===== src/rtl/pr_frame_pkg.sv =====
// Shared types and constants for the framed serial parity checker.
package pr_frame_pkg;

  // Per-channel frame phase: collecting data bits, or expecting the parity bit.
  typedef enum logic {
    PR_DATA = 1'b0,
    PR_PAR  = 1'b1
  } pr_st_t;

  // Parity mode encodings as seen on the mode input.
  localparam logic PR_EVEN = 1'b0;
  localparam logic PR_ODD  = 1'b1;

endpackage


===== src/rtl/pr_frame_chan.sv =====
// One serial channel: running parity over DATA_W data bits, parity-bit check against the
// mode latched at the first data bit, a one-cycle done/error pulse and a saturating error count.
module pr_frame_chan
  import pr_frame_pkg::*;
#(
  parameter int unsigned DATA_W = 8,
  parameter int unsigned CNT_W  = 8
) (
  input  logic             clk,
  input  logic             rst,
  input  logic             clr,
  input  logic             mode,
  input  logic             sr_in,
  input  logic             sr_vld,
  output logic             par_out,
  output logic             frm_done,
  output logic             frm_err,
  output logic [CNT_W-1:0] err_cnt
);

  // A 1-bit index still works when DATA_W is 1 (index stays 0).
  localparam int unsigned     IdxW    = (DATA_W > 1) ? $clog2(DATA_W) : 1;
  localparam logic [IdxW-1:0] LastIdx = IdxW'(DATA_W - 1);
  localparam logic [CNT_W-1:0] CntMax = {CNT_W{1'b1}};

  pr_st_t           st_q;
  logic [IdxW-1:0]  idx_q;
  logic             par_q;
  logic             mode_q;
  logic             done_q;
  logic             err_q;
  logic [CNT_W-1:0] cnt_q;
  logic             chk_err;

  // Mismatch between accumulated parity, received parity bit and the frame's mode.
  assign chk_err = par_q ^ sr_in ^ mode_q;

  // Channel FSM with registered done/error pulse and saturating counter.
  always_ff @(posedge clk or negedge rst) begin
    if (!rst) begin
      st_q   <= PR_DATA;
      idx_q  <= '0;
      par_q  <= 1'b0;
      mode_q <= PR_EVEN;
      done_q <= 1'b0;
      err_q  <= 1'b0;
      cnt_q  <= '0;
    end else begin
      done_q <= 1'b0;
      err_q  <= 1'b0;
      if (clr) begin
        // Partial frame is dropped; the bit offered this cycle is discarded.
        st_q   <= PR_DATA;
        idx_q  <= '0;
        par_q  <= 1'b0;
        mode_q <= PR_EVEN;
        cnt_q  <= '0;
      end else if (sr_vld) begin
        unique case (st_q)
          PR_DATA: begin
            par_q <= par_q ^ sr_in;
            if (idx_q == '0) begin
              mode_q <= mode;
            end
            if (idx_q == LastIdx) begin
              idx_q <= '0;
              st_q  <= PR_PAR;
            end else begin
              idx_q <= idx_q + 1'b1;
            end
          end
          PR_PAR: begin
            done_q <= 1'b1;
            err_q  <= chk_err;
            if (chk_err && (cnt_q != CntMax)) begin
              cnt_q <= cnt_q + 1'b1;
            end
            par_q <= 1'b0;
            idx_q <= '0;
            st_q  <= PR_DATA;
          end
          default: st_q <= PR_DATA;
        endcase
      end
    end
  end

  assign par_out  = par_q;
  assign frm_done = done_q;
  assign frm_err  = err_q;
  assign err_cnt  = cnt_q;

endmodule


===== config.mk =====
export PLATFORM = sky130hd
export DESIGN_NAME = pr_frame_chan
export DESIGN_NICKNAME = d
export VERILOG_FILES = /design/src/rtl/pr_frame_pkg.sv /design/src/rtl/pr_frame_chan.sv
export SDC_FILE = /design/constraint.sdc
export NUM_CORES = 1
export LEC_CHECK = 0
export BUFFER_PORTS_ARGS = -buffer_cell sky130_fd_sc_hd__buf_2
export CAP_MARGIN = 25
export CELL_PAD_IN_SITES_DETAIL_PLACEMENT = 2
export CELL_PAD_IN_SITES_GLOBAL_PLACEMENT = 2
export CORE_ASPECT_RATIO = 1.1
export CORE_MARGIN = 2
export CORE_UTILIZATION = 35
export DETAILED_ROUTE_END_ITERATION = 8
export GPL_TIMING_DRIVEN = 1
export PLACE_DENSITY = 0.85
export SYNTH_ARGS = -nofsm -noshare
export SYNTH_HDL_FRONTEND = slang
export SYNTH_SLANG_ARGS = --single-unit

===== constraint.sdc =====
create_clock -name clk -period 2.9 [get_ports clk]
set_input_delay 0.145 -clock clk [delete_from_list [all_inputs] [get_ports clk]]
set_output_delay 0.145 -clock clk [all_outputs]
set_load 0.05 [all_outputs]

======== Yosys cells after proc, flatten, opt, wreduce, memory -nomap -nowiden ========
Index checks and enable logic that the tools add are counted.
word-level totals
  logic and storage cells ................. 48
  register bits after elaboration ......... 16
cells by class
  muxes and demuxes ....................... 25
  reductions and logical operators ........ 8
  add/sub/neg operators ................... 2
  bitwise gates (word level) .............. 3
  equal/unequal tests ..................... 3
operators by type and width
  kind                                                           number
  8-bit 2-to-1 mux                                               4
  1-bit 2-to-1 mux                                               15
  3-bit 2-to-1 mux                                               3
  8-bit by 1-bit adder with 8-bit output, second input constant  1
  8-bit inequality test, second input constant                   1
  2-bit nonzero test                                             4
  3-bit case mux with 2 select lines                             1
  3-bit AND reduction                                            2
  1-bit case mux with 2 select lines                             2
  3-bit by 1-bit adder with 3-bit output, second input constant  1
  3-bit == test, second input constant                           1
  3-bit zero test                                                1
  2-bit inequality test, second input constant                   1
  1-bit bitwise XOR                                              2
  1-bit logical AND                                              1
  1-bit inverter                                                 1

======== Logic depth before layout (Yosys ltp) ========
Gate-level depths: netlist of run 1.
  depth in word-level cells ............... 7
  depth in mapped cells ................... 5

======== Least setup slack after synthesis of run 1 ========
OpenSTA, ideal clock, no wires.
  kind .................................... register -> register
  start ................................... register par_q, in the netlist par_out
  end ..................................... register cnt_q[0], in the netlist err_cnt[0]
  setup time .............................. 0.125 ns
  arrival time ............................ 1.980 ns
  path buffers ............................ 0
  clock period less this slack ............ 2.105 ns
  stages on the path, launching flop included .. 5
  required time ........................... 2.775 ns
  setup slack ............................. 0.795 ns
  path through ............................ dfrtp_1 xnor3_2 or2_4 a41oi_1 mux2_2
on the way
  longest elaborated chain between the ends .. 5
ends and longest elaborated chain
  what                            RTL line             source
  start, declared                 pr_frame_chan.sv:28  logic par_q;
  start signal, assigned          pr_frame_chan.sv:61  par_q <= par_q ^ sr_in;
  1-bit bitwise XOR (2 in a row)  pr_frame_chan.sv:36  assign chk_err = par_q ^ sr_in ^ mode_q;
  1-bit logical AND               pr_frame_chan.sv:75  if (chk_err && (cnt_q != CntMax)) begin
  2-bit nonzero test (no line)    -
  3-bit AND reduction (no line)   -
  end signal, assigned            pr_frame_chan.sv:76  cnt_q <= cnt_q + 1'b1;
  end, declared                   pr_frame_chan.sv:32  logic [CNT_W-1:0] cnt_q;
No other way between the ends.
A chain may end at the register's enable or synchronous reset.

======== Final worst setup path of run 1 ========
Ends and elaborated chain as after synthesis.

==> results.toml, run 1 <==
[final_layout]
fin_nets = 117
area_taken_by_multi_input_logic_gates_sq_um = 442
area.growth.synth_to_final_pct = 16.5
seq_area_sq_um = 400
post_route_cells_drive_above_1_share_pct = 21.0
antenna_cells = 0
stdcell_area_sq_um = 1000
num-fill-cells = 260

[setup_path]
worstPathMaxFanout = 6
reg2reg_setup_slack_ns = 1.03
endpoint_kind = "flip-flop"
worst_r2r_path_depth = 4
path_class = "reg -> reg"
worst-endpoint-arrival_ns = 2.05
r2r_start = "par_out"
rr_endpoint = "err_cnt[0]"
startpoint_type = "flip-flop"
worst_ep_required_time_ns = 3.07

[routing]
num_vias = 734
routed_wire_per_std_cell_microns = 15.9
detailed_route_wl_microns = 2150
vias_per_cell = 5.44
initialDrtViolationCount = 7
detailedRoute.firstPassIterationCount = 3
post-route-drc-count = 0
detail-route-antenna-nets = 0

[sta]
final-hold-violation-count = 0
finClkSkew_ns = 0.00127
rsz0062_at_grt = "false"
max_clock_freq_ghz = 0.534
relSlewSlack_pct = 63.9
pin_slew_with_the_least_headroom_to_its_limit_ns = 0.528
period_needed_ns = 1.87
maxSlewViolCount = 0
finalSetupViolCount = 0
fin_tns_setup_ns = 0
period_share_pct = 64.6

[floorplan]
initial_core_util_pct = 37.7
die_height_microns = 55.9
design.core.area_sq_um = 2270
die-area_sq_um = 2860
die_w_microns = 51.2
placement_rows = 18
pin_count = 17

[yosys]
synth_cell_type_count = 29
synth_enable_flop_cells = 0
main_area_contributors_after_synthesis = "dfrtp_1 (47%), nor2_1 (6.1%), ha_1 (5.8%)"
synth_top_cell_by_area = "dfrtp_1"
yosys_register_bits = 16
synth_top_flop_cell = "dfrtp_1"
synth-async-reset-ratio_pct = 100
mappedNetlistNets = 97
ys_top_cells_by_count = "dfrtp_1 (16), nor2_1 (14), nand2_1 (6)"
synth_sequential_area_ratio_pct = 46.6
synth.top_cell.area_share_pct = 46.6
yosysWarnings = 0
most_frequently_used_cell_type_in_the_post_synthesis_netlist = "dfrtp_1"
mappedNetlistArea_sq_um = 858
synth.avg_cell_area_sq_um = 9.87
postSynthCellCount = 87

[cts]
number_of_buffers_created_by_cts = 3
cts_root_buffer = "clkbuf_4"
clock_sinks = 16
cts_htree_levels = 1
clkSlewWorstSetupHoldPaths_ns = 0.09
clkLatencyLatePin_ns = 0.28
clock_tree.buffer_depth = 2
tritoncts = "yes"

[place]
place_area_sq_um = 967
estimated_wirelength_of_the_detail_placed_design_microns = 1660
port_buffers = 16
gpl.final_weighted_congestion = 0.767

[worst_hold_path]
min_path_type = "in -> reg"
hold_path.startpoint = "sr_in"
worst_hold_path.num_cells = 3
worstHoldEndpoint = "par_out"

[global_routing]
track_usage_pct = 18.0
antenna_violations_before_repair = 0
grt_overflow = 0
via_count_of_the_first_global_routing_pass = 835
grt_pass1_wl_microns = 3920
grt_max_degree = 19

[job]
max_cap_violations = 0

[status]
status = "complete, no violations"

[power]
worst_supply_voltage_drop_on_vdd_uv = 207
power-per-cell-area_nw_per_um2 = 388
power.leakage_nw = 0.466
[worst max-delay path by stage]
stage	start	to	slack [ns]
after floorplan	par_out	err_cnt[0]	0.80
after global placement	par_out	err_cnt[0]	1.08
after detailed placement	par_out	err_cnt[0]	1.03
after CTS	par_out	err_cnt[0]	1.02
after global routing	par_out	err_cnt[0]	0.91
final	par_out	err_cnt[0]	1.03
[final cells by class]
class | instances | share of cell area [%]
inverter | 2 | 0.751
multi-input combinational | 67 | 44.2
sequential | 16 | 40.1
clock buffer | 3 | 2.25
timing repair buffer | 17 | 9.01
tap | 30 | 3.75
[logic make-up after synthesis]
group | after synthesis | synth area share (%)
fa+ha+maj | 4 | 5.83
mux | 5 | 5.98
flops | 16 | 46.6
xor+xnor | 2 | 3.79
simple gates | 43 | 25.7
compound gates | 13 | 10.2
buf+inv | 4 | 1.89
[where the power goes]
part / internal [mW] / total [mW] / switching, mW
logic: 0.0169 / 0.0427 / 0.0259
clock network: 0.0482 / 0.115 / 0.0665
registers: 0.227 / 0.230 / 0.00324
total: 0.292 / 0.388 / 0.0957
[what timing repair did]
item                                   4_1_cts  5_1_grt
buffers inserted                             0        0
hold buffers                                 1        0
endpoints found under the hold margin       16        0
resized for setup                            0        0
[through the flow]
stage               power, mW  hold slack [ns]  util (%)  worst slack (ns)  instances
global route            0.413            0.158      43.9             0.908        135
floorplan               0.261           -0.151         -             0.795         87
global placement        0.274           0.0830      42.5              1.08        131
detailed placement      0.277           0.0823      42.5              1.03        131
finish                  0.388            0.151      43.9              1.03        135
CTS                     0.392            0.152      43.9              1.02        135
[worst max-delay path: stages (launching register included)]
cell and delay (ns):
dfrtp_1 0.42, xnor3_2 0.43, or2_4 0.27, a41oi_1 0.27, mux2_2 0.37
[cells in the final DEF (no fill, tap or decap), drive strengths merged, types with 2 or more instances in the layout]
cell type / instances
nor4: 3
nand3b: 3
inv: 2
nor2b: 4
nand3: 4
clkbuf: 3
dfrtp: 16
mux2i: 4
nand2: 6
a21oi: 5
nor2: 14
nand2b: 3
a2bb2oi: 2
a211oi: 2
buf: 16
ha: 4
[state kept, by name, indices dropped and copies added (netlist names)]
register	flops
mode_q	1
idx_q	3
frm_done	1
err_cnt	8
st_q	1
par_out	1
frm_err	1
[routing by layer]
metal  track usage, %  wire length [microns]
met5                0                      0
met4             6.77                     36
met3             2.42                     69
met2             31.2                   1080
met1             22.5                    957
Power figures use the tool's default switching activity.
==> run 2, diff against run 1 <==
--- a/config.mk
+++ b/config.mk
@@ -11,10 +11,10 @@
 export CELL_PAD_IN_SITES_GLOBAL_PLACEMENT = 2
 export CORE_ASPECT_RATIO = 1.1
 export CORE_MARGIN = 2
-export CORE_UTILIZATION = 35
+export CORE_UTILIZATION = 32
 export DETAILED_ROUTE_END_ITERATION = 8
 export GPL_TIMING_DRIVEN = 1
-export PLACE_DENSITY = 0.85
+export PLACE_DENSITY = 0.79
 export SYNTH_ARGS = -nofsm -noshare
 export SYNTH_HDL_FRONTEND = slang
 export SYNTH_SLANG_ARGS = --single-unit
==> constraint.sdc (replaced) <==
create_clock -name clk -period 1.8 [get_ports clk]
set_input_delay 0.09 -clock clk [delete_from_list [all_inputs] [get_ports clk]]
set_output_delay 0.09 -clock clk [all_outputs]
set_load 0.05 [all_outputs]
==> run 2 against run 1 <==
  * Worst setup slack got worse by 1.0 ns
  * Sequential power increased by 61%
  * Clock skew grew 0.0016 ns
  * Largest power group unchanged
  * Die area increased by 8.7%
  * Cell count rose by 4.4%
  * Flip-flop and latch count did not move
==> results.toml, run 2 (same netlist as run 1, synthesis figures left out) <==
[routing]
num_vias = 741
initialDrtViolationCount = 7
detailedRoute.firstPassIterationCount = 3
post-route-drc-count = 0
vias_per_cell = 5.26
routed_wire_per_std_cell_microns = 17.5
detailed_route_wl_microns = 2470
detail-route-antenna-nets = 0

[cts]
clkLatencyLatePin_ns = 0.29
clock_sinks = 16
clkSlewWorstSetupHoldPaths_ns = 0.10
number_of_buffers_created_by_cts = 3
clock_tree.buffer_depth = 2
cts_root_buffer = "clkbuf_4"
tritoncts = "yes"
cts_htree_levels = 1

[sta]
maxSlewViolCount = 0
fin_tns_setup_ns = 0
hold_ws_ns = 0.0766
max_clock_freq_ghz = 0.564
period_share_pct = 98.6
final-hold-violation-count = 0
finClkSkew_ns = 0.00291
finalSetupViolCount = 0
pin_slew_with_the_least_headroom_to_its_limit_ns = 0.391
rsz0062_at_grt = "true"
period_needed_ns = 1.77
relSlewSlack_pct = 74.0

[final_layout]
layout.core_utilization_pct = 43.5
num-fill-cells = 305
stdcell_count = 141
final_common_cell = "buf_2"
post_route_cells_drive_above_1_share_pct = 33.6
fin_nets = 121
layout_common_cells = "buf_2 (16), nor2_1 (14), dfrtp_1 (13), nand2_1 (6)"
number_of_flip_flops_in_the_largest_register = 8
area.growth.synth_to_final_pct = 27.8
antenna_cells = 0
area_taken_by_multi_input_logic_gates_sq_um = 490
seq_area_sq_um = 404

[power]
worst_supply_voltage_drop_on_vdd_uv = 398
p_switching_mw = 0.180
power-per-cell-area_nw_per_um2 = 642
combPwrFrac_pct = 12.4
sequentialPowerShare_pct = 52.5
power.leakage_nw = 0.499
pwr-share-clk_pct = 35.0
sw_frac_of_total_pct = 25.5
cell_internal_pwr_mw = 0.525

[job]
max_cap_violations = 0

[place]
estimated_wirelength_of_the_detail_placed_design_microns = 1750
gpl.final_weighted_congestion = 0.758
placedCellCount = 134
port_buffers = 16

[global_routing]
grt_pass1_wl_microns = 3960
via_count_of_the_first_global_routing_pass = 783
grt_overflow = 0
grt_max_degree = 19
track_usage_pct = 17.7
antenna_violations_before_repair = 0

[worst_hold_path]
worst_hold_path.num_cells = 3
worstHoldEndpoint = "mode_q"
min_path_type = "in -> reg"
hold_path.startpoint = "mode"

[setup_path]
worst_r2r_path_depth = 4
reg2reg_setup_slack_ns = 0.03
startpoint_type = "flip-flop"
path_class = "reg -> reg"
worst_ep_required_time_ns = 1.99
worstPathMaxFanout = 5
rr_endpoint = "err_cnt[0]"
worst-endpoint-arrival_ns = 1.96
endpoint_kind = "flip-flop"
r2r_start = "par_out"

[floorplan]
die_height_microns = 58.3
pin_count = 17
die_w_microns = 53.4
design.core.area_sq_um = 2520
initial_core_util_pct = 34.1
placement_rows = 19
die-area_sq_um = 3110

[status]
status = "complete, no violations"
run 2: changes by cell type in the layout (fill, tap and decap cells not counted), sizes merged:
| cell | previous run | this run |
|---|---|---|
| buf | 16 | 20 |
| clkbuf | 3 | 4 |
run 2: cell type report:
| class | instances | area share, % |
|---|---|---|
| multi-input cells | 67 | 44.7 |
| flip-flops and latches | 16 | 36.8 |
| repair buffers | 21 | 10.9 |
| well taps | 31 | 3.53 |
| clock buffers | 4 | 3.31 |
| inverters | 2 | 0.684 |
run 2: per-stage QoR:
stage               cell area (sq um)  power (mW)  setup WS (ns)
finish                           1100       0.705         0.0261
global route                     1100       0.746        -0.0272
detailed placement                987       0.455        -0.0518
CTS                              1050       0.709        0.00562
global placement                  987       0.448         0.0465
floorplan                         862       0.420        -0.0362
run 2: how the worst max path moves through the flow:
stage / startpoint / endpoint / slack [ns] / cells past startpoint
after global placement: mode_q / err_cnt[0] / 0.05 / 4
after detailed placement: mode_q / err_cnt[0] / -0.05 / 4
after CTS: mode_q / err_cnt[3] / 0.006 / 4
after global routing: par_out / err_cnt[0] / -0.03 / 4
after floorplan: par_out / err_cnt[0] / -0.04 / 4
final: par_out / err_cnt[0] / 0.03 / 4
run 2: power by group through the flow:
stage          registers [mW]  clock network (mW)  logic (mW)
5_1_grt                 0.371               0.277      0.0976
4_1_cts                 0.372               0.259      0.0790
2_1_floorplan           0.382                   0      0.0385
3_5_place_dp            0.379                   0      0.0760
6_report                0.370               0.247      0.0875
3_3_place_gp            0.377                   0      0.0711
run 2: timing repair:
action | CTS | global route
buffers inserted | 0 | 2
hold buffers | 1 | 0
hold endpoints to repair | 16 | 0
resized for setup | 3 | 6
pin swaps | 0 | 2
setup endpoints to repair | 3 | 6
run 2: per-layer routing:
metal	wire [microns]	track usage [%]	vias to the layer above
li1	-	-	356
met1	1100	23.8	367
met2	1250	28.9	14
met3	64	2.28	4
met4	54	6.59	0
met5	0	0	-
run 2: worst max-delay path: stages, from the launching register on:
cell     delay [ns]
dfrtp_2        0.42
xnor3_2        0.38
or2_4          0.27
a41oi_2        0.23
mux2_2         0.37
